===== src/rtl/ntt_dit_scheduler_pkg.sv =====
// rtl/ntt_dit_scheduler_pkg.sv - shared FSM encoding and latency helpers for the NTT DIT scheduler
// Purpose: state encoding and the D = RD_LATENCY + BF_LATENCY expression.
// Ports: none (package). Defaults for the datapath latency macros live here.
`ifndef INTMUL_DELAY
`define INTMUL_DELAY 1
`endif
`ifndef MODRED_DELAY
`define MODRED_DELAY 0
`endif

package ntt_dit_scheduler_pkg;

  typedef enum logic [2:0] {
    ST_IDLE    = 3'd0,
    ST_ISSUE   = 3'd1,
    ST_DRAIN   = 3'd2,
    ST_POSTMUL = 3'd3,
    ST_DONE    = 3'd4
  } state_e;

  // Read-to-writeback distance of the butterfly path.
  function automatic int d_latency(int rd_latency, int bf_latency);
    return rd_latency + bf_latency;
  endfunction

endpackage


===== src/rtl/ntt_dit_scheduler_if.sv =====
// rtl/ntt_dit_scheduler_if.sv - issue/write-back bundle between scheduler and butterfly datapath
// Purpose: groups start/stall control, read issue, write-back and status signals.
// Ports (master = scheduler side):
//   in : start, stall
//   out: rd_en, rd_addr_a, rd_addr_b, tw_index, bf_mode, bf_swap,
//        wr_en_a, wr_en_b, wr_addr_a, wr_addr_b, busy, done
interface ntt_dit_scheduler_if #(
  parameter int N_LOG = 8
) ();
  logic             start;
  logic             stall;
  logic             rd_en;
  logic [N_LOG-1:0] rd_addr_a;
  logic [N_LOG-1:0] rd_addr_b;
  logic [N_LOG-1:0] tw_index;
  logic             bf_mode;
  logic             bf_swap;
  logic             wr_en_a;
  logic             wr_en_b;
  logic [N_LOG-1:0] wr_addr_a;
  logic [N_LOG-1:0] wr_addr_b;
  logic             busy;
  logic             done;

  modport master (
    input  start, stall,
    output rd_en, rd_addr_a, rd_addr_b, tw_index, bf_mode, bf_swap,
           wr_en_a, wr_en_b, wr_addr_a, wr_addr_b, busy, done
  );

  modport slave (
    output start, stall,
    input  rd_en, rd_addr_a, rd_addr_b, tw_index, bf_mode, bf_swap,
           wr_en_a, wr_en_b, wr_addr_a, wr_addr_b, busy, done
  );
endinterface


===== src/rtl/ntt_dit_scheduler_addr_pipe.sv =====
// rtl/ntt_dit_scheduler_addr_pipe.sv - fixed-depth delay line turning read issues into write-backs
// Purpose: DEPTH-stage shift register carrying {en, pair, addr_a, addr_b}.
// Ports:
//   clk, reset (async, active-low clear)
//   en_i, pair_i, addr_a_i, addr_b_i : issue-side values
//   en_o, pair_o, addr_a_o, addr_b_o : same values DEPTH cycles later
module ntt_addr_pipe #(
  parameter int DEPTH = 4,
  parameter int AW    = 8
) (
  input  logic          clk,
  input  logic          reset,
  input  logic          en_i,
  input  logic          pair_i,
  input  logic [AW-1:0] addr_a_i,
  input  logic [AW-1:0] addr_b_i,
  output logic          en_o,
  output logic          pair_o,
  output logic [AW-1:0] addr_a_o,
  output logic [AW-1:0] addr_b_o
);
  localparam int W = 2 + 2 * AW;

  logic [W-1:0] pipe_q [DEPTH];

  // Bubbles (en=0) travel through the line like real entries so the
  // write-back timing never depends on stalls.
  always_ff @(posedge clk or negedge reset) begin
    if (!reset) begin
      for (int i = 0; i < DEPTH; i++) pipe_q[i] <= '0;
    end else begin
      pipe_q[0] <= {en_i, pair_i, addr_a_i, addr_b_i};
      for (int i = 1; i < DEPTH; i++) pipe_q[i] <= pipe_q[i-1];
    end
  end

  assign {en_o, pair_o, addr_a_o, addr_b_o} = pipe_q[DEPTH-1];
endmodule


===== src/rtl/ntt_dit_scheduler.sv =====
// rtl/ntt_dit_scheduler.sv - issue-side controller for an iterative in-place radix-2 DIT NTT
// Purpose: walks N_LOG stages issuing one butterfly per cycle, drains D cycles
// between stages, and replays pair addresses D cycles later as write-backs.
// Optional macro NTT_POSTMUL_EN adds a final per-coefficient multiply pass.
// Ports:
//   clk   : clock
//   reset : asynchronous active-low reset
//   bus   : ntt_dit_scheduler_if.master (start/stall in; issue, write-back, busy/done out)
module ntt_dit_scheduler
  import ntt_dit_scheduler_pkg::*;
#(
  parameter int N_LOG      = 8,
  parameter int RD_LATENCY = 1,
  parameter int BF_LATENCY = `INTMUL_DELAY + `MODRED_DELAY + 2
) (
  input  logic                   clk,
  input  logic                   reset,
  ntt_dit_scheduler_if.master    bus
);
  localparam int D      = d_latency(RD_LATENCY, BF_LATENCY);
  localparam int HALF_N = (1 << N_LOG) / 2;
  localparam int DW     = $clog2(D + 1);

  state_e           state_q, state_d;
  logic [3:0]       stage_q, stage_d;
  logic [N_LOG-1:0] cnt_q, cnt_d;
  logic [DW-1:0]    drain_q, drain_d;
`ifdef NTT_POSTMUL_EN
  logic             post_q, post_d;
`endif

  logic             rd_en_c, pair_c, mode_c;
  logic [N_LOG-1:0] addr_a_c, addr_b_c, tw_c;
  logic             busy_c, done_c;

  // Butterfly address generation: inserting a zero bit at position s of the
  // issue count gives g*2*half + j with j in the low s bits.
  logic [N_LOG-1:0] half, mask, lo, hi, bf_a, bf_b, bf_tw;
  assign half  = N_LOG'(1) << stage_q;
  assign mask  = half - N_LOG'(1);
  assign lo    = cnt_q & mask;
  assign hi    = cnt_q & ~mask;
  assign bf_a  = (hi << 1) | lo;
  assign bf_b  = bf_a | half;
  assign bf_tw = lo << (4'(N_LOG - 1) - stage_q);

  always_ff @(posedge clk or negedge reset) begin
    if (!reset) begin
      state_q <= ST_IDLE;
      stage_q <= '0;
      cnt_q   <= '0;
      drain_q <= '0;
`ifdef NTT_POSTMUL_EN
      post_q  <= 1'b0;
`endif
    end else begin
      state_q <= state_d;
      stage_q <= stage_d;
      cnt_q   <= cnt_d;
      drain_q <= drain_d;
`ifdef NTT_POSTMUL_EN
      post_q  <= post_d;
`endif
    end
  end

  always_comb begin
    state_d  = state_q;
    stage_d  = stage_q;
    cnt_d    = cnt_q;
    drain_d  = drain_q;
`ifdef NTT_POSTMUL_EN
    post_d   = post_q;
`endif
    rd_en_c  = 1'b0;
    pair_c   = 1'b0;
    mode_c   = 1'b0;
    addr_a_c = '0;
    addr_b_c = '0;
    tw_c     = '0;
    busy_c   = 1'b0;
    done_c   = 1'b0;
    case (state_q)
      ST_IDLE: begin
        if (bus.start) begin
          state_d = ST_ISSUE;
          stage_d = '0;
          cnt_d   = '0;
          drain_d = '0;
`ifdef NTT_POSTMUL_EN
          post_d  = 1'b0;
`endif
        end
      end
      ST_ISSUE: begin
        busy_c = 1'b1;
        if (!bus.stall) begin
          rd_en_c  = 1'b1;
          pair_c   = 1'b1;
          addr_a_c = bf_a;
          addr_b_c = bf_b;
          tw_c     = bf_tw;
          if (cnt_q == N_LOG'(HALF_N - 1)) begin
            cnt_d   = '0;
            drain_d = '0;
            state_d = ST_DRAIN;
          end else begin
            cnt_d = cnt_q + N_LOG'(1);
          end
        end
      end
      ST_DRAIN: begin
        // Drain time is wall-clock: stall does not extend it.
        busy_c = 1'b1;
        if (drain_q == DW'(D - 1)) begin
          drain_d = '0;
`ifdef NTT_POSTMUL_EN
          if (post_q) begin
            state_d = ST_DONE;
          end else if (stage_q == 4'(N_LOG - 1)) begin
            state_d = ST_POSTMUL;
          end else begin
            stage_d = stage_q + 4'd1;
            state_d = ST_ISSUE;
          end
`else
          if (stage_q == 4'(N_LOG - 1)) begin
            state_d = ST_DONE;
          end else begin
            stage_d = stage_q + 4'd1;
            state_d = ST_ISSUE;
          end
`endif
        end else begin
          drain_d = drain_q + DW'(1);
        end
      end
`ifdef NTT_POSTMUL_EN
      ST_POSTMUL: begin
        busy_c = 1'b1;
        if (!bus.stall) begin
          rd_en_c  = 1'b1;
          mode_c   = 1'b1;
          addr_a_c = cnt_q;
          addr_b_c = cnt_q;
          // Upper ROM half, two post-multiply factors per index.
          tw_c     = {1'b1, cnt_q[N_LOG-1:1]};
          if (&cnt_q) begin
            cnt_d   = '0;
            drain_d = '0;
            post_d  = 1'b1;
            state_d = ST_DRAIN;
          end else begin
            cnt_d = cnt_q + N_LOG'(1);
          end
        end
      end
`endif
      ST_DONE: begin
        done_c  = 1'b1;
        state_d = ST_IDLE;
      end
      default: state_d = ST_IDLE;
    endcase
  end

  assign bus.rd_en     = rd_en_c;
  assign bus.rd_addr_a = addr_a_c;
  assign bus.rd_addr_b = addr_b_c;
  assign bus.busy      = busy_c;
  assign bus.done      = done_c;
`ifdef NTT_POSTMUL_EN
  assign bus.tw_index  = tw_c;
  assign bus.bf_mode   = mode_c;
  assign bus.bf_swap   = mode_c;
`else
  assign bus.tw_index  = {1'b0, tw_c[N_LOG-2:0]};
  assign bus.bf_mode   = 1'b0;
  assign bus.bf_swap   = 1'b0;
  logic unused_c;
  assign unused_c = mode_c ^ tw_c[N_LOG-1];
`endif

  // pair_c is only set on butterfly issues, so it doubles as the B write enable.
  ntt_addr_pipe #(
    .DEPTH (D),
    .AW    (N_LOG)
  ) u_addr_pipe (
    .clk      (clk),
    .reset    (reset),
    .en_i     (rd_en_c),
    .pair_i   (pair_c),
    .addr_a_i (addr_a_c),
    .addr_b_i (addr_b_c),
    .en_o     (bus.wr_en_a),
    .pair_o   (bus.wr_en_b),
    .addr_a_o (bus.wr_addr_a),
    .addr_b_o (bus.wr_addr_b)
  );
endmodule


===== src/flat_wrapper.sv =====
// flat-port wrapper written by rule: the top's interface ports become plain ports
module ntt_dit_scheduler_flat import ntt_dit_scheduler_pkg::*;
#(
  parameter int N_LOG      = 8,
  parameter int RD_LATENCY = 1,
  parameter int BF_LATENCY = `INTMUL_DELAY + `MODRED_DELAY + 2
)
  (clk, reset, bus_start, bus_stall, bus_rd_en, bus_rd_addr_a, bus_rd_addr_b, bus_tw_index, bus_bf_mode, bus_bf_swap, bus_wr_en_a, bus_wr_en_b, bus_wr_addr_a, bus_wr_addr_b, bus_busy, bus_done);
  ntt_dit_scheduler_if #(.N_LOG(N_LOG)) bus_i ();
  input  logic clk;
  input  logic reset;
  input wire logic [$bits(bus_i.start)-1:0] bus_start;
  input wire logic [$bits(bus_i.stall)-1:0] bus_stall;
  output wire logic [$bits(bus_i.rd_en)-1:0] bus_rd_en;
  output wire logic [$bits(bus_i.rd_addr_a)-1:0] bus_rd_addr_a;
  output wire logic [$bits(bus_i.rd_addr_b)-1:0] bus_rd_addr_b;
  output wire logic [$bits(bus_i.tw_index)-1:0] bus_tw_index;
  output wire logic [$bits(bus_i.bf_mode)-1:0] bus_bf_mode;
  output wire logic [$bits(bus_i.bf_swap)-1:0] bus_bf_swap;
  output wire logic [$bits(bus_i.wr_en_a)-1:0] bus_wr_en_a;
  output wire logic [$bits(bus_i.wr_en_b)-1:0] bus_wr_en_b;
  output wire logic [$bits(bus_i.wr_addr_a)-1:0] bus_wr_addr_a;
  output wire logic [$bits(bus_i.wr_addr_b)-1:0] bus_wr_addr_b;
  output wire logic [$bits(bus_i.busy)-1:0] bus_busy;
  output wire logic [$bits(bus_i.done)-1:0] bus_done;
  assign bus_i.start = bus_start;
  assign bus_i.stall = bus_stall;
  assign bus_rd_en = bus_i.rd_en;
  assign bus_rd_addr_a = bus_i.rd_addr_a;
  assign bus_rd_addr_b = bus_i.rd_addr_b;
  assign bus_tw_index = bus_i.tw_index;
  assign bus_bf_mode = bus_i.bf_mode;
  assign bus_bf_swap = bus_i.bf_swap;
  assign bus_wr_en_a = bus_i.wr_en_a;
  assign bus_wr_en_b = bus_i.wr_en_b;
  assign bus_wr_addr_a = bus_i.wr_addr_a;
  assign bus_wr_addr_b = bus_i.wr_addr_b;
  assign bus_busy = bus_i.busy;
  assign bus_done = bus_i.done;
  ntt_dit_scheduler #(.N_LOG(N_LOG), .RD_LATENCY(RD_LATENCY), .BF_LATENCY(BF_LATENCY)) u_core (.clk(clk), .reset(reset), .bus(bus_i));
endmodule

===== config.mk =====
export PLATFORM = sky130hd
export DESIGN_NAME = ntt_dit_scheduler_flat
export DESIGN_NICKNAME = d
export VERILOG_FILES = /design/src/rtl/ntt_dit_scheduler_pkg.sv /design/src/rtl/ntt_dit_scheduler_if.sv /design/src/rtl/ntt_dit_scheduler_addr_pipe.sv /design/src/rtl/ntt_dit_scheduler.sv /design/src/flat_wrapper.sv
export SDC_FILE = /design/constraint.sdc
export NUM_CORES = 1
export LEC_CHECK = 0
export ABC_AREA = 1
export ABC_CLOCK_PERIOD_IN_PS = 6000
export CAP_MARGIN = 5
export CORE_UTILIZATION = 50
export DETAILED_ROUTE_END_ITERATION = 6
export GPL_TIMING_DRIVEN = 0
export HOLD_SLACK_MARGIN = 0.02
export PLACE_DENSITY = 0.74
export SETUP_SLACK_MARGIN = 0.2
export SLEW_MARGIN = 20
export SYNTH_ARGS = -nofsm -noshare
export SYNTH_HDL_FRONTEND = slang
export SYNTH_HIERARCHICAL = 1
export SYNTH_SLANG_ARGS = --single-unit

===== constraint.sdc =====
create_clock -name clk -period 6 [get_ports clk]
set_input_delay 0.6 -clock clk [delete_from_list [all_inputs] [get_ports clk]]
set_output_delay 0.6 -clock clk [all_outputs]
set_load 0.005 [all_outputs]

* After elaboration in Yosys (flattened, before gate mapping)
Cells that the tools add are included.
** Storage, ports and cells
- Bits in registers :: 86
- Bits of input ports :: 4
- Output and inout port bits :: 47
- Word-level logic and storage cells :: 69
** Operators by class
- $add $sub $neg :: 5
- Equality and inequality tests :: 11
- Shift operators :: 2
- Multiplexer cells :: 29
- Bitwise operators :: 5
- Reductions and logical operators :: 9
** Operators by type and width (number)
- $mux W8 :: 7
- $mux W3 :: 9
- $pmux W3 S3 :: 2
- $or A8 B8 Y8 :: 2
- $pmux W8 S2 :: 1
- $mux W7 :: 2
- $mux W4 :: 3
- $reduce_and A4 Y1 :: 3
- $add A8 B1 Y8 const B :: 1
- $and A8 B8 Y8 :: 1
- $eq A8 B7 Y1 const B :: 1
- $pmux W4 S2 :: 1
- $shl A1 B4 Y8 const A :: 1
- $shl A8 B4 Y7 :: 1
- $sub A8 B1 Y8 const B :: 1
- $and A7 B7 Y7 :: 1
- $not A7 Y7 :: 1
- $eq A3 B2 Y1 const B :: 2
- $ne A2 B2 Y1 const B :: 3
- $add A4 B1 Y4 const B :: 1
- $eq A4 B3 Y1 const B :: 1
- $mux W1 :: 4
- $ne A2 B1 Y1 const B :: 2
- $reduce_bool A2 Y1 :: 2
- other kinds (8) :: 8

* Logic depth before layout (Yosys ltp)
Gate-level depths: netlist (run 1).
- Depth in word-level cells :: 8
- Depth in mapped cells :: 14
- Depth with buffers taken out :: 13

* Cells and area by module
The synthesis (run 1) kept the hierarchy.
** Modules (own cells, without submodules)
- ntt_addr_pipe :: times used 1, cells an instance 88, area an instance 1921.8 sq um, seq. area each 1801.7 sq um
- ntt_dit_scheduler :: times used 1, cells an instance 252, area an instance 1705.4 sq um, seq. area each 450.4 sq um

* Worst setup path before layout (run 1)
OpenSTA, ideal clock, no wires.
- Path type :: reg-to-output
- Start point :: register u_core.stage_q[1]
- End point :: output port bus_tw_index[6]
- Arrival time :: 2.059 ns
- Required time :: 5.400 ns
- Path slack :: 3.341 ns
- Stages on the path, launching flop included :: 14
- Buffers on the path :: 1
- Path through :: dfrtp_1 clkbuf_1 inv_1 ha_1 nand2_1 ha_1 inv_1 nand2_1 nand3_1 o21ai_1 nand2_1 nand3_1 nand2_1 a21oi_1
** On the way
- Longest elaborated chain between the ends :: 6
- Elaborated cells on any way between the ends :: 7
- Classes of those cells :: 2 x add/sub; 2 x shift; 2 x mux; 1 x bitwise
** RTL lines
- start: declaration :: line ntt_dit_scheduler.sv:25 : logic [3:0] stage_q, stage_d;
- start signal: assignment :: line ntt_dit_scheduler.sv:58 : stage_q <= stage_d;
- $shl A1 B4 Y8 :: line ntt_dit_scheduler.sv:39 : assign half = N_LOG'(1) << stage_q;
- $sub A8 B1 Y8 :: line ntt_dit_scheduler.sv:40 : assign mask = half - N_LOG'(1);
- $and A8 B8 Y8 :: line ntt_dit_scheduler.sv:41 : assign lo = cnt_q & mask;
- $shl A8 B4 Y7 * :: line ntt_dit_scheduler.sv:45 : assign bf_tw = lo << (4'(N_LOG - 1) - stage_q);
- $mux W7 * :: line ntt_dit_scheduler.sv:97 : if (!bus.stall) begin
- $mux W7 * :: line ntt_dit_scheduler.sv:83 : case (state_q)
- end: declaration :: line flat_wrapper.sv:17 : output wire logic [$bits(bus_i.tw_index)-1:0] bus_tw_index;
Mark *: on every way between the ends. The rest lies on a longest branch, timed or not.

* Worst setup path in the final report (run 1)
Same ends and word-level chain as after synthesis.

==> out/qor.csv, run 1 <==
metric,value,unit
met1_usage,24.4,%
vias,2436,
cts.path.max_buffers,2,
clkLatencyLatePin,340,ps
powerDensity,440,mW/mm2
cts_root_buf,clkbuf_8,
io_pins,51,
viasPerCell,4.85,
drc,0,
met2_usage,30.4,%
clkPwrFrac,18.2,%
r2r_end,u_core/u_addr_pipe/pipe_q[61],
rsz0062_at_grt,false,
rr_startpoint,u_core/stage_q[1],
worst_hold_slack,157,ps
fmax,0.244,GHz
crit_chain,"clkbuf_1, inv_1, ha_1, nand2_1, ha_1, inv_1, nand2_1, nand3_1, o21ai_1, nand2_1, nand3_1, nand2_1, a21oi_1, clkdlybuf4s50_1",
reg2regPathDepth,12,
start_kind,flip-flop,
wl_per_cell,12.7,um
synthTopCellsByArea,"dfrtp_1, nand2_1, buf_4, inv_1, nand3_1",
globalRouteOverflowTotal,0,
clk_pin_slew,80,ps
antenna_left,0,
setup-violations-final,0,
stdcell_count,502,
worstSetupPathType,flip-flop to output pin,
status,finished clean,
wirelength,6.38,mm
grt_pass1_vias,2305,
grt_first_pass_wirelength,10.6,mm
first_pass_iters,4,
die_y,87.2,um
antennaDiodeCount,0,
p_sw,0.000686,W
total_power,0.00194,W
antenna_found_initial,0,
hpwl,4.74,mm
holdBufCountCts,0,
power_frac_seq,44.3,%
core,0.00691,mm2
cts_setup_buffers,0,
drv_cap,0,
cp-end-kind,output pin,
use_met3,4.17,%
ys_seq_area_share,62.1,%
critPathRequiredTime,5400,ps
cts_resized,0,
regToRegSetupSlack,3320,ps
grt_busiest_layer,met2,
die_w,87.2,um
leakagePower,2.15,nW
clock_skew,5.42,ps
synth_cell_types,37,
initial_core_util,52.5,%
drive_gt1_share,15.5,%
cts_buffers,9,
cts_tree,done,
avgSynthCellArea,10.7,um2
p_int,0.00126,W
swShare,35.3,%
ir_worst_vdd,0.196,mV
dp.cells,486,
synth_top_area_share,62.1,%
grt_max_degree,67,
synth_top_cell_by_area,dfrtp_1,
area_growth_syn_to_layout,21.9,%
cts_sinks,90,
setup_tns,0,ps
die_area,0.00760,mm2
gp_congestion,0.900,
period_share,68.4,%
yosys_register_bits,90,
utilization,64.0,%
crit_path_frequent_cell,nand2_1,
final_nets,414,
h-tree-depth,3,
fillers,571,
hold_viol,0,
worstPathMaxFanout,9,
slew_violations,0,
critical-path-max-stage-delay,530,ps
finalCriticalPeriod,4100,ps
yosysWarnings,6,
rows,30,
place.port_buffers,47,
synthesis.instances,340,
initialDrtViolationCount,117,
cp_slowest_cell,clkdlybuf4s50_1,
pwr-share-comb,37.6,%
synthesis.area,0.00363,mm2
min_path_type,primary input to async pin,
track_usage,18.9,%
worstPathArrival,3500,ps
[power by group through the flow]
stage	sequential, W	clock, W	combinational, W
after floorplan	0.000850	0	0.000458
after global placement	0.000863	0	0.000707
after detailed placement	0.000875	0	0.000723
after CTS	0.000862	0.000368	0.000728
after global routing	0.000880	0.000395	0.000812
final	0.000860	0.000353	0.000730
[logic make-up after synthesis]
kind of cell | after synthesis | share of synthesized area [%]
buffers and inverters | 65 | 8.93
AND/OR/NAND/NOR | 120 | 16.9
other | 1 | 0.103
XOR/XNOR | 1 | 0.242
AO/OA/AOI/OAI | 54 | 8.66
flip-flops | 90 | 62.1
adder cells (fa/ha/maj) | 9 | 3.10
[Yosys cell counts (all sizes together)]
library cell	instances
nand4	5
nand3	25
xor2	1
buf	20
a31o	1
and2	2
a22o	1
nor3b	3
nor2	24
o211ai	5
ha	9
nor4	1
o22ai	1
clkbuf	3
nand2	52
nor3	7
o21ai	26
or2	1
o21a	2
a31oi	2
a21oi	16
dfrtp	90
inv	42
conb	1
[sequential cells by signal (all words and copies together), names as in the netlist]
name and flops:
u_core/u_addr_pipe/pipe_q 54, u_core/u_addr_pipe/addr_a_o 8, u_core/u_addr_pipe/pair_o 1, u_core/stage_q 4
u_core/u_addr_pipe/en_o 1, u_core/u_addr_pipe/addr_b_o 8, u_core/drain_q 3, u_core/cnt_q 8
u_core/state_q 3
[stage by stage]
stage	area, um2	setup slack, ps
6_report	4420	1900
5_1_grt	4420	1640
4_1_cts	4420	1950
3_5_place_dp	4250	2390
3_3_place_gp	4230	1340
2_1_floorplan	3630	3340
[final cells by class]
type	count	area (um2)	share of cell area, %
tap	96	120	2.72
sequential	90	2250	50.9
clock buffer	11	131	2.97
inverter	42	165	3.74
clock inverter	5	38.8	0.877
multi-input combinational	187	1060	23.9
buffer	23	159	3.59
timing repair buffer	48	495	11.2
[cells in the final DEF (no fill, tap or decap), types with 4 or more instances in the layout]
cell type | Yosys | final
dfrtp_1 | 90 | 90
nand2_1 | 47 | 47
clkdlybuf4s50_1 | 0 | 46
inv_1 | 34 | 34
nand3_1 | 24 | 24
nor2_1 | 21 | 21
buf_4 | 19 | 20
a21oi_1 | 15 | 15
o21ai_0 | 13 | 13
o21ai_1 | 12 | 12
clkbuf_8 | 0 | 9
ha_1 | 9 | 9
clkbuf_1 | 3 | 5
inv_2 | 5 | 5
nand4_1 | 5 | 5
o211ai_1 | 5 | 5
clkinvlp_4 | 0 | 4
nand2_2 | 4 | 4
nor3_1 | 4 | 4
[routing by layer]
layer	vias up	share of wire, %
li1	1210	-
met1	1134	45
met2	76	48
met3	16	4.3
met4	0	2.4
met5	-	0
[worst max-delay path: cells and delay by family (launching register included)]
| kind | cells | cell delay (ps) |
|---|---|---|
| AO/OA/AOI/OAI | 2 | 400 |
| flip-flops | 1 | 390 |
| buffers and inverters | 4 | 1160 |
| adder cells (fa/ha/maj) | 2 | 520 |
| AND/OR/NAND/NOR | 6 | 690 |
[worst max path at each step]
stage,start,endpoint,slack (ps)
floorplan,u_core/stage_q[1],bus_tw_index[6],3340
global placement,reset,u_core/u_addr_pipe/addr_a_o[4],1340
detailed placement,u_core/stage_q[1],bus_rd_addr_b[7],2390
CTS,u_core/stage_q[1],bus_rd_addr_b[7],1950
global route,u_core/stage_q[1],bus_rd_addr_b[7],1640
finish,u_core/stage_q[1],bus_tw_index[6],1900
Power figures use the tool's default switching activity.
==> run 2, diff against run 1 <==
--- a/config.mk
+++ b/config.mk
@@ -6,13 +6,13 @@
 export NUM_CORES = 1
 export LEC_CHECK = 0
 export ABC_AREA = 1
-export ABC_CLOCK_PERIOD_IN_PS = 6000
+export ABC_CLOCK_PERIOD_IN_PS = 3500
 export CAP_MARGIN = 5
-export CORE_UTILIZATION = 50
+export CORE_UTILIZATION = 49
 export DETAILED_ROUTE_END_ITERATION = 6
 export GPL_TIMING_DRIVEN = 0
 export HOLD_SLACK_MARGIN = 0.02
-export PLACE_DENSITY = 0.74
+export PLACE_DENSITY = 0.76
 export SETUP_SLACK_MARGIN = 0.2
 export SLEW_MARGIN = 20
 export SYNTH_ARGS = -nofsm -noshare
==> constraint.sdc (replaced) <==
create_clock -name clk -period 3.5 [get_ports clk]
set_input_delay 0.35 -clock clk [delete_from_list [all_inputs] [get_ports clk]]
set_output_delay 0.35 -clock clk [all_outputs]
set_load 0.005 [all_outputs]
==> run 2 against run 1 <==
  * Sequential power grew 72%
  * Count of clock-buffer cells in the layout shrank 1
  * Clock skew grew 11 ps
  * Cell area grew 3.7%
  * Highest routed layer unchanged
  * Largest power group unchanged
  * Non-clock buffer count grew 2
  * Hold slack gained 190 ps
==> out/qor.csv, run 2 (synthesis results as in run 1) <==
metric,value,unit
status,finished clean,
first_pass_iters,4,
clk_pin_slew,90,ps
hold_viol,0,
critPathRequiredTime,3150,ps
clock_skew,16.4,ps
hold_path_startpoint,u_core/u_addr_pipe/pipe_q[54],
fin_area,0.00458,mm2
drive_gt1_share,20.1,%
most-common-layout-cells,"dfrtp_1, clkdlybuf4s50_1, nand2_1, inv_1, nand3_1",
antenna_found_initial,0,
initialDrtViolationCount,129,
fillers,556,
dpl_cell_area,0.00425,mm2
min_path_type,flip-flop to flip-flop,
clkLatencyLatePin,360,ps
cts_buffers,9,
layout_commonest_cell,dfrtp_1,
antenna_left,0,
drc,0,
powerDensity,788,mW/mm2
drv_cap,0,
slew_violations,0,
wl_per_cell,13.4,um
total_power,0.00361,W
largest_register_ffs,54,
start_kind,flip-flop,
cts_tree,done,
die_w,88.0,um
hpwl,4.85,mm
viasPerCell,4.87,
h-tree-depth,3,
leakagePower,2.22,nW
rsz0062_at_grt,true,
vias,2454,
ir_worst_vdd,0.348,mV
area_growth_syn_to_layout,26.4,%
cts_sinks,90,
place.port_buffers,47,
regToRegSetupSlack,1500,ps
rr_startpoint,u_core/stage_q[2],
fmax,0.315,GHz
io_pins,51,
worstPathMaxFanout,9,
r2r_end,u_core/u_addr_pipe/pipe_q[58],
grt_first_pass_wirelength,11.0,mm
grt_max_degree,57,
whs_path_depth,0,
period_share,90.7,%
worstSetupPathType,flip-flop to output pin,
cts.path.max_buffers,2,
hold_end,u_core/u_addr_pipe/pipe_q[36],
worstPathArrival,2820,ps
core,0.00698,mm2
startpoint,u_core/stage_q[1],
die_area,0.00775,mm2
antennaDiodeCount,0,
cp-end-kind,output pin,
globalRouteOverflowTotal,0,
regMostFlops,u_core/u_addr_pipe/pipe_q,
track_usage,19.2,%
reg2regPathDepth,10,
finalCriticalPeriod,3170,ps
setup-violations-final,0,
initial_core_util,52.0,%
grt_pass1_vias,2288,
die_y,88.0,um
final_nets,416,
gp_congestion,0.891,
cts_root_buf,clkbuf_8,
wirelength,6.76,mm
rows,30,
==> run 2: power breakdown <==
part / internal, W / switching, W / leakage, nW
Clock: 0.000429 / 0.000367 / 0.111
Combinational: 0.000604 / 0.000731 / 0.902
Sequential: 0.00134 / 0.000142 / 1.21
==> run 2: how the worst max path moves through the flow <==
stage	end	slack (ps)	depth (start not counted)
after floorplan	bus_tw_index[6]	1090	13
after global placement	u_core/cnt_q[6]	-930	1
after detailed placement	bus_tw_index[6]	220	14
after CTS	bus_tw_index[6]	210	13
after global routing	bus_rd_addr_a[7]	140	12
final	bus_tw_index[6]	330	13
==> run 2: area by class of cell <==
type	instances	area, um2	share of cell area, %
Sequential cell	90	2250	49.2
Multi-Input combinational cell	187	1130	24.6
Timing Repair Buffer	50	515	11.2
Buffer	23	169	3.68
Inverter	42	168	3.66
Clock buffer	10	138	3.00
Tap cell	96	120	2.62
Clock inverter	6	95.1	2.07
==> run 2: repair_timing <==
action / CTS / global route
setup endpoints to repair: 20 / 18
pin swaps: 0 / 0
hold endpoints to repair: 34 / 0
hold buffers: 1 / 0
setup buffers: 0 / 1
gates resized for setup: 8 / 17
==> run 2: per-stage QoR <==
stage / hold slack, ps / worst slack (ps) / setup TNS (ps) / std cells / utilization (%)
3_3_place_gp: 331 / -934 / -83590 / 485 / 60.5
4_1_cts: 343 / 211 / 0 / 503 / 64.6
2_1_floorplan: 54.4 / 1090 / 0 / 342 / -
6_report: 343 / 327 / 0 / 504 / 65.7
5_1_grt: 343 / 136 / 0 / 504 / 65.7
3_5_place_dp: 335 / 221 / 0 / 486 / 60.9
==> run 2: critical path: stages, from the launching register on <==
cell and delay (ps):
dfrtp_1 430, buf_6 160, inv_4 100, ha_4 160
nand2_2 110, ha_4 200, nand3_1 120, nand3_2 140
o21ai_2 170, nand2_1 90, nand3_1 70, nand2_1 70
a21oi_2 130, clkdlybuf4s50_1 510
==> run 2: metal layers <==
layer | part of all wire (%) | global-route usage [%] | routed length [um]
met3 | 4.9 | 5.28 | 333
met5 | 0 | 0 | 0
met2 | 50 | 31.0 | 3360
met4 | 1.0 | 5.72 | 70
met1 | 44 | 25.7 | 2990
==> run 3, diff against run 2 <==
--- a/config.mk
+++ b/config.mk
@@ -11,10 +11,9 @@
 export CORE_UTILIZATION = 49
 export DETAILED_ROUTE_END_ITERATION = 6
 export GPL_TIMING_DRIVEN = 0
-export HOLD_SLACK_MARGIN = 0.02
 export PLACE_DENSITY = 0.76
+export RECOVER_POWER = 25
 export SETUP_SLACK_MARGIN = 0.2
-export SLEW_MARGIN = 20
 export SYNTH_ARGS = -nofsm -noshare
 export SYNTH_HDL_FRONTEND = slang
 export SYNTH_HIERARCHICAL = 1
==> run 3 against run 2 <==
  * The run now ends with capacitance limit, slew limit left
  * Routed wire length down 0.27%
  * Critical path depth is the same
  * Cell area about the same
  * Die area is the same
  * Hold slack about the same
  * Final cell count stayed put
  * Sequential power hardly changed
==> out/qor.csv, run 3 (synthesis results as in run 1) <==
metric,value,unit
pwr-share-comb,37.0,%
drv_cap,1,
setup_tns,0,ps
hold_viol,0,
relSlewSlack,-30.9,%
powerDensity,788,mW/mm2
pre_cts_ws,221,ps
fmax,0.315,GHz
largest_register_ffs,54,
drive_gt1_share,19.9,%
clock_skew,16.4,ps
use_met3,5.28,%
grt_first_pass_wirelength,11.0,mm
io_pins,51,
total_power,0.00361,W
start_kind,flip-flop,
most-common-layout-cells,"dfrtp_1, clkdlybuf4s50_1, nand2_1, inv_1, nand3_1",
clk_pin_slew,90,ps
core,0.00698,mm2
r2r_end,u_core/u_addr_pipe/pipe_q[58],
wirelength,6.74,mm
power_frac_seq,41.0,%
cts.path.max_buffers,2,
cts_sinks,90,
wl_per_cell,13.4,um
regToRegSetupSlack,1500,ps
grt_busiest_layer,met2,
die_y,88.0,um
worstPathMaxFanout,9,
met2_usage,31.0,%
leakagePower,2.22,nW
regMostFlops,u_core/u_addr_pipe/pipe_q,
vias,2456,
p_sw,0.00124,W
period_share,90.7,%
met1_usage,25.7,%
hpwl,4.85,mm
viasPerCell,4.87,
cts_tree,done,
setup-violations-final,0,
slew_violations,35,
worst_slew_pin_slew,1960,ps
antenna_found_initial,0,
finalCriticalPeriod,3170,ps
grt_pass1_vias,2288,
clkPwrFrac,22.0,%
setup_ws,326,ps
rows,30,
cp-end-kind,output pin,
globalRouteOverflowTotal,0,
area_growth_syn_to_layout,26.3,%
status,"finished, violations left",
worstPathArrival,2820,ps
antennaDiodeCount,0,
cts_buffers,9,
startpoint,u_core/stage_q[1],
rr_startpoint,u_core/stage_q[2],
place.port_buffers,47,
antenna_left,0,
die_area,0.00775,mm2
cts_root_buf,clkbuf_8,
p_int,0.00237,W
track_usage,19.2,%
crit_path_end,bus_tw_index[6],
gp_congestion,0.891,
h-tree-depth,3,
min_path_type,flip-flop to flip-flop,
die_w,88.0,um
critPathRequiredTime,3150,ps
first_pass_iters,4,
worstSetupPathType,flip-flop to output pin,
reg2regPathDepth,10,
drc,0,
clkLatencyLatePin,360,ps
layout_commonest_cell,dfrtp_1,
violations,"capacitance limit, slew limit",
ir_worst_vdd,0.348,mV
grt_max_degree,57,
swShare,34.3,%
initial_core_util,52.0,%
final_nets,416,
rsz0062_at_grt,true,
initialDrtViolationCount,129,
## run 3: cell count changes in the layout (fill, tap and decap cells not counted), sizes merged
cell    change
buf         -1
clkbuf      +1
## run 3: worst min path at each step
stage                                             start                        endpoint  depth (start not counted)
after floorplan                                   reset                 u_core/cnt_q[0]                          0
after global placement    u_core/u_addr_pipe/pipe_q[54]   u_core/u_addr_pipe/pipe_q[36]                          0
after detailed placement  u_core/u_addr_pipe/pipe_q[27]  u_core/u_addr_pipe/addr_a_o[1]                          0
after CTS                 u_core/u_addr_pipe/pipe_q[54]   u_core/u_addr_pipe/pipe_q[36]                          0
after global routing      u_core/u_addr_pipe/pipe_q[66]   u_core/u_addr_pipe/pipe_q[48]                          0
final                     u_core/u_addr_pipe/pipe_q[54]   u_core/u_addr_pipe/pipe_q[36]                          0
## run 3: cell type report
type	instances	area, um2
Sequential cell	90	2250
Clock buffer	10	138
Fill cell	556	2400
Buffer	23	169
Tap cell	96	120
Inverter	42	168
Clock inverter	6	95.1
Timing Repair Buffer	50	512
Multi-Input combinational cell	187	1130
## run 3: through the flow
step / util [%] / cell area [um2] / hold slack (ps) / cells
5_1_grt: 65.6 / 4580 / 343 / 504
4_1_cts: 64.6 / 4510 / 343 / 503
3_3_place_gp: 60.5 / 4230 / 331 / 485
3_5_place_dp: 60.9 / 4250 / 335 / 486
2_1_floorplan: - / 3630 / 54.4 / 342
6_report: 65.6 / 4580 / 343 / 504
## run 3: worst max-delay path: stages, from the launching register on
cell             delay [ps]
dfrtp_1                 430
buf_6                   160
inv_4                   100
ha_4                    160
nand2_2                 110
ha_4                    200
nand3_1                 120
nand3_2                 140
o21ai_2                 170
nand2_1                  90
nand3_1                  70
nand2_1                  70
a21oi_2                 130
clkdlybuf4s50_1         510
## run 3: repair_timing
item | in CTS | in global routing
endpoints found under the setup margin | 20 | 18
hold endpoints to repair | 34 | 0
buffers inserted | 0 | 1
resized for setup | 8 | 17
hold buffers | 1 | 0
pin swaps | 0 | 0
## run 3: power groups by stage
stage / sequential [W] / combinational [W] / clock (W)
5_1_grt: 0.00151 / 0.00148 / 0.000864
4_1_cts: 0.00148 / 0.00127 / 0.000818
3_5_place_dp: 0.00150 / 0.00125 / 0
2_1_floorplan: 0.00146 / 0.000786 / 0
3_3_place_gp: 0.00148 / 0.00122 / 0
6_report: 0.00148 / 0.00133 / 0.000795
## run 3: per-layer routing
metal | up-vias | wire length [um] | part of all wire, %
met5 | - | 0 | 0
met4 | 0 | 70 | 1.0
met3 | 7 | 356 | 5.3
met2 | 70 | 3360 | 50
met1 | 1171 | 2950 | 44
li1 | 1208 | - | -
